File: src/rtl/vga_capture.sv
// Single-frame VGA capture. It recovers the raster position from the HS/VS
// syncs and writes each active pixel of one frame to a framebuffer port.
module vga_capture #(
  parameter int H_ACTIVE = 640,
  parameter int H_SYNC   = 96,
  parameter int H_BP     = 48,
  parameter int V_ACTIVE = 480,
  parameter int V_SYNC   = 2,
  parameter int V_BP     = 33,
  parameter int AW       = 19
) (
  input  logic          clk_i,
  input  logic          rstn_i,
  input  logic          pix_ce_i,
  input  logic          start_i,
  input  logic [11:0]   vga_rgb_i,
  input  logic          vga_hs_i,
  input  logic          vga_vs_i,
  output logic          wr_en_o,
  output logic [AW-1:0] wr_addr_o,
  output logic [11:0]   wr_data_o,
  output logic          busy_o,
  output logic          capture_done_o,
  output logic          sync_err_o
);

  localparam int HCW = $clog2(H_SYNC + H_BP + H_ACTIVE) + 2;
  localparam int VCW = $clog2(V_SYNC + V_BP + V_ACTIVE) + 2;
  localparam logic [HCW-1:0] H_START  = HCW'(H_SYNC + H_BP);
  localparam logic [HCW-1:0] H_END    = HCW'(H_SYNC + H_BP + H_ACTIVE);
  localparam logic [VCW-1:0] V_START  = VCW'(V_SYNC + V_BP);
  localparam logic [VCW-1:0] V_END    = VCW'(V_SYNC + V_BP + V_ACTIVE);
  localparam logic [AW-1:0]  LAST_IDX = AW'(H_ACTIVE * V_ACTIVE - 1);

  typedef enum logic [1:0] {IDLE, WAIT_VS, CAPTURE, DONE} state_t;

  state_t          r_state, w_nextState;
  logic            r_hsQ, r_vsQ;
  logic [HCW-1:0]  r_hCnt, w_hNext;
  logic [VCW-1:0]  r_vCnt, w_vNext;
  logic [AW-1:0]   r_pixIdx;
  logic            r_wrEn;
  logic [AW-1:0]   r_wrAddr;
  logic [11:0]     r_wrData;
  logic            r_syncErr;
  logic            w_hsFall, w_vsFall, w_active, w_lineCut;
  logic            w_syncErr, w_write, w_lastWrite, w_startAccept;

  // Counters are judged by their post-tick value, so the HS-falling tick is h=0.
  always_comb begin
    w_hsFall = pix_ce_i & r_hsQ & ~vga_hs_i;
    w_vsFall = pix_ce_i & r_vsQ & ~vga_vs_i;
    w_hNext  = r_hCnt;
    if (w_hsFall)
      w_hNext = '0;
    else if (r_hCnt != '1)
      w_hNext = r_hCnt + HCW'(1);
    w_vNext = r_vCnt;
    if (w_vsFall)
      w_vNext = '0;
    else if (w_hsFall)
      w_vNext = r_vCnt + VCW'(1);
    w_active = (w_hNext >= H_START) && (w_hNext < H_END) &&
               (w_vNext >= V_START) && (w_vNext < V_END);
    w_lineCut     = w_hsFall && (r_hCnt >= H_START) && (r_hCnt < H_END);
    w_syncErr     = (r_state == CAPTURE) && (w_lineCut || w_vsFall);
    w_write       = pix_ce_i && (r_state == CAPTURE) && !w_syncErr && w_active;
    w_lastWrite   = w_write && (r_pixIdx == LAST_IDX);
    w_startAccept = (r_state == IDLE) && start_i;
  end

  always_comb begin
    w_nextState = r_state;
    case (r_state)
      IDLE:    if (w_startAccept) w_nextState = WAIT_VS;
      WAIT_VS: if (w_vsFall) w_nextState = CAPTURE;
      CAPTURE: begin
        if (w_syncErr)
          w_nextState = WAIT_VS;
        else if (w_lastWrite)
          w_nextState = DONE;
      end
      DONE:    w_nextState = IDLE;
      default: w_nextState = IDLE;
    endcase
  end

  always_ff @(posedge clk_i) begin
    if (!rstn_i)
      r_state <= IDLE;
    else
      r_state <= w_nextState;
  end

  // A sync error drops the partial frame; the next clean VS re-arms from pixel 0.
  always_ff @(posedge clk_i) begin
    if (!rstn_i) begin
      r_hsQ     <= 1'b1;
      r_vsQ     <= 1'b1;
      r_hCnt    <= '0;
      r_vCnt    <= '0;
      r_pixIdx  <= '0;
      r_wrEn    <= 1'b0;
      r_wrAddr  <= '0;
      r_wrData  <= '0;
      r_syncErr <= 1'b0;
    end else begin
      r_wrEn <= w_write;
      if (pix_ce_i) begin
        r_hsQ  <= vga_hs_i;
        r_vsQ  <= vga_vs_i;
        r_hCnt <= w_hNext;
        r_vCnt <= w_vNext;
      end
      if (w_write) begin
        r_wrAddr <= r_pixIdx;
        r_wrData <= vga_rgb_i;
        r_pixIdx <= w_lastWrite ? '0 : r_pixIdx + AW'(1);
      end
      if (w_syncErr) begin
        r_syncErr <= 1'b1;
        r_pixIdx  <= '0;
      end
      if (w_startAccept) begin
        r_syncErr <= 1'b0;
        r_pixIdx  <= '0;
      end
    end
  end

  assign wr_en_o        = r_wrEn;
  assign wr_addr_o      = r_wrAddr;
  assign wr_data_o      = r_wrData;
  assign busy_o         = (r_state == WAIT_VS) || (r_state == CAPTURE);
  assign capture_done_o = (r_state == DONE);
  assign sync_err_o     = r_syncErr;

endmodule

File: config.mk
export PLATFORM = sky130hd
export DESIGN_NAME = vga_capture
export DESIGN_NICKNAME = d
export VERILOG_FILES = /design/src/rtl/vga_capture.sv
export SDC_FILE = /design/constraint.sdc
export NUM_CORES = 1
export LEC_CHECK = 0
export ABC_AREA = 1
export BUFFER_PORTS_ARGS = -buffer_cell sky130_fd_sc_hd__clkbuf_2
export CORE_UTILIZATION = 31
export DETAILED_ROUTE_END_ITERATION = 8
export PLACE_DENSITY_LB_ADDON = 0.05
export RECOVER_POWER = 100
export SETUP_SLACK_MARGIN = 0.05
export SLEW_MARGIN = 20
export SYNTH_ARGS = -nofsm -noshare
export SYNTH_HDL_FRONTEND = slang
export SYNTH_SLANG_ARGS = --single-unit
File: constraint.sdc
create_clock -name clk_i -period 2.6 [get_ports clk_i]
set_input_delay 0 -clock clk_i [delete_from_list [all_inputs] [get_ports clk_i]]
set_output_delay 0 -clock clk_i [all_outputs]
set_load 0.03 [all_outputs]
==> run_results.csv <==
group,metric,value,unit
status,status,"finished clean",
timing,rsz0062_at_grt,"true",
synthesis,synth_fp_nets,669,
timing,finalSetupTns,0,ns
min_path,min_path_type,"input pin to register",
timing,fmax,425,MHz
placed_design,portBuffers,52,
final_layout,final_area,5310,sq um
routing,drc_errors,0,
synthesis,yosys.cell_types.count,35,
final_layout,seqCellArea,1610,sq um
timing,fin_ws,0.245,ns
final_layout,fill_cells,1472,
clock_network,cts_root_buf,"clkbuf_16",
grt,grt.overflow.total,0,
final_layout,finish.utilization,39.5,%
timing,skew,0.00546,ns
clock_network,cts_made_buffers,9,
critical_path,slowest_delay,0.36,ns
placed_design,pre_cts_slack,0.131,ns
timing,relSlewSlack,69.6,%
grt,grtUsageMet2,29.0,%
die,dieArea,14500,sq um
clock_network,clkLatencyLatePin,0.34,ns
synthesis,synth_cells,642,
timing,period_needed,2.36,ns
synthesis,yosysSeqAreaShare,36.8,%
routing,drtPass1Iterations,4,
timing,final_max_slew_viol_count,0,
synthesis,synth-main-ff-cell,"dfxtp_1",
critical_path,critPathKind,"register to register",
timing,hold_violations,0,
timing,finalSetupViolCount,0,
clock_network,clock-sinks,80,
run,cap_violations,0,
clock_network,cts-htree-levels,3,
power,p_per_area,554,nW/um^2
routing,wire_per_inst,13.2,um
final_layout,fin_cells,900,
die,die_w,120,um
synthesis,synth.ff_latch_count,80,
placed_design,dpl-instance-area,4860,sq um
power,leakage,2.17,nW
grt,track_usage,17.2,%
power,finalPower,2.94,mW
routing,drt_iter0_markers,204,
clock_network,cts_tree,"yes",
die,die_y,120,um
critical_path,crit_fanout,19,
placed_design,place_congestion,0.854,
grt,grt_pass1_wl,19700,um
synthesis,synth_common_cells,"138 x nand2_1, 92 x nor2_1, 80 x dfxtp_1, 72 x inv_1, 50 x nand3_1",
final_layout,drive_gt1_share,13.3,%
synthesis,avgSynthCellArea,6.77,sq um
die,io_pins,53,
final_layout,multi_input_area,2380,sq um
timing,fin_crit_sh,90.6,%
synthesis,synth_top_area_share,36.8,%
final_layout,diodes,0,
clock_network,clkTransAtPathRegs,0.06,ns
synthesis,yosysWarnings,0,
critical_path,crit_family,"simple AND/OR/NAND/NOR gates",
synthesis,yosys.area.top_type,"dfxtp_1",
routing,ant_nets,0,
synthesis,synth_edf_count,0,
critical_path,path_cells,"ha_2 -> nand2_2 -> nor2_4 -> nand3_4 -> nand3_1 -> nand3_1 -> nor2_2 -> inv_1 -> nand2_2 -> nor2_8 -> buf_4 -> buf_12 -> o21ai_0 -> nor2_1",
grt,grt.met1_usage,21.6,%
critical_path,start_kind,"register",
routing,vias,4284,
grt,top_usage_layer,"met2",
grt,antenna_found_initial,0,
die,start_util,32.3,%
final_layout,syn2layout_area_growth,22.2,%
synthesis,async_flop_share,0,%
die,rows,42,
synthesis,synth_area,4350,sq um
grt,grt_max_degree,38,
critical_path,cp.required,2.83,ns
timing,fin_hold_ws,0.0413,ns
final_layout,finalNetCount,747,
placed_design,dpl.hpwl,8720,um
power,ir_drop,0.318,mV
critical_path,cp_slowest_cell,"dfxtp_2",
timing,worst_slew_pin_slew,0.452,ns
die,core-area,13500,sq um
routing,drt-total-wl,11900,um
grt,grt_pass1_vias,4042,
routing,detail_route.vias_per_cell,4.76,
critical_path,worstPathArrival,2.58,ns
placed_design,placed_cells,868,
synthesis,yosysMostFrequentCell,"nand2_1",
synthesis,netlist_top_cells_area,"dfxtp_1 37%, nand2_1 12%, nor2_1 7.9%",
critical_path,end_kind,"register",
grt,use_met3,3.02,%
clock_network,ctsLongestPathBuffers,2,
critical_path,cp_num_buf_inv,3,
## path summary, 6_finish.rpt
check | start | to | slack [ns] | depth (start not counted)
worst min register to register | r_hCnt[0]$_SDFFE_PN0P_ | r_hCnt[0]$_SDFFE_PN0P_ | 0.46 | 1
worst max-delay path | r_hCnt[1]$_SDFFE_PN0P_ | wr_data_o[7]$_SDFFE_PN0P_ | 0.24 | 14
worst min-delay path | pix_ce_i | r_vsQ$_SDFFE_PN1P_ | 0.04 | 3
worst max register to register | r_hCnt[1]$_SDFFE_PN0P_ | wr_data_o[7]$_SDFFE_PN0P_ | 0.24 | 14
## cell type report
cell class | instances | area share (%)
sequential | 80 | 30.2
tap | 176 | 4.15
timing repair buffer | 87 | 9.99
multi-input combinational | 466 | 44.7
inverter | 76 | 5.46
clock buffer | 12 | 4.64
clock inverter | 3 | 0.801
## timing repair
action / 4_1_cts / 5_1_grt
buffers inserted: 0 / 3
hold endpoints to repair: 14 / 0
gates resized for setup: 0 / 17
endpoints found under the setup margin: 0 / 47
hold buffers: 14 / 0
## cell usage in the layout, fill, tap and decap left out, types with 6 or more instances in the layout
cell type / instances
nand2_1: 137
nor2_1: 91
dfxtp_1: 76
inv_1: 72
nand3_1: 50
o21ai_0: 48
a21oi_1: 41
clkbuf_1: 37
buf_4: 19
clkbuf_2: 17
nor3_1: 15
nand4_1: 14
dlygate4sd3_1: 14
nand2_2: 11
clkbuf_16: 9
ha_1: 8
nor2_4: 6
nor2_2: 6
nand3_2: 6
## sequential cells by signal, indices dropped and copies added, names as in the netlist
name / cells
r_state: 2
r_hsQ: 1
r_pixIdx: 19
wr_en_o: 1
wr_data_o: 12
wr_addr_o: 19
r_vsQ: 1
r_hCnt: 12
r_vCnt: 12
sync_err_o: 1
## where the power goes
part | internal, mW | switching, mW | leakage, nW | total, mW
Clock | 0.764 | 0.494 | 0.139 | 1.26
Sequential | 1.25 | 0.0337 | 0.649 | 1.29
Combinational | 0.138 | 0.260 | 1.39 | 0.398
## routing by layer
metal	vias to the layer above	wire length (um)
met1	1960	5690
li1	2236	-
met3	14	406
met2	74	5560
met5	-	0
met4	0	204
## worst reg2reg max path: stages, from the launching register on
cell and delay [ns]:
dfxtp_2 0.36, ha_2 0.19, nand2_2 0.10, nor2_4 0.20
nand3_4 0.14, nand3_1 0.18, nand3_1 0.13, nor2_2 0.18
inv_1 0.07, nand2_2 0.11, nor2_8 0.07, buf_4 0.15
buf_12 0.14, o21ai_0 0.16, nor2_1 0.06
## logic make-up (layout without fill, tap and decap cells)
family                   after synthesis  in the layout  synth area share (%)
flip-flops                            80             80                  36.8
buffers and inverters                 96            178                  9.27
AND/OR/NAND/NOR                      350            350                  38.0
AO/OA/AOI/OAI                        101            101                  12.1
XOR/XNOR                               6              6                  1.21
adder cells (fa/ha/maj)                9              9                  2.59
Power figures use the tool's default switching activity.
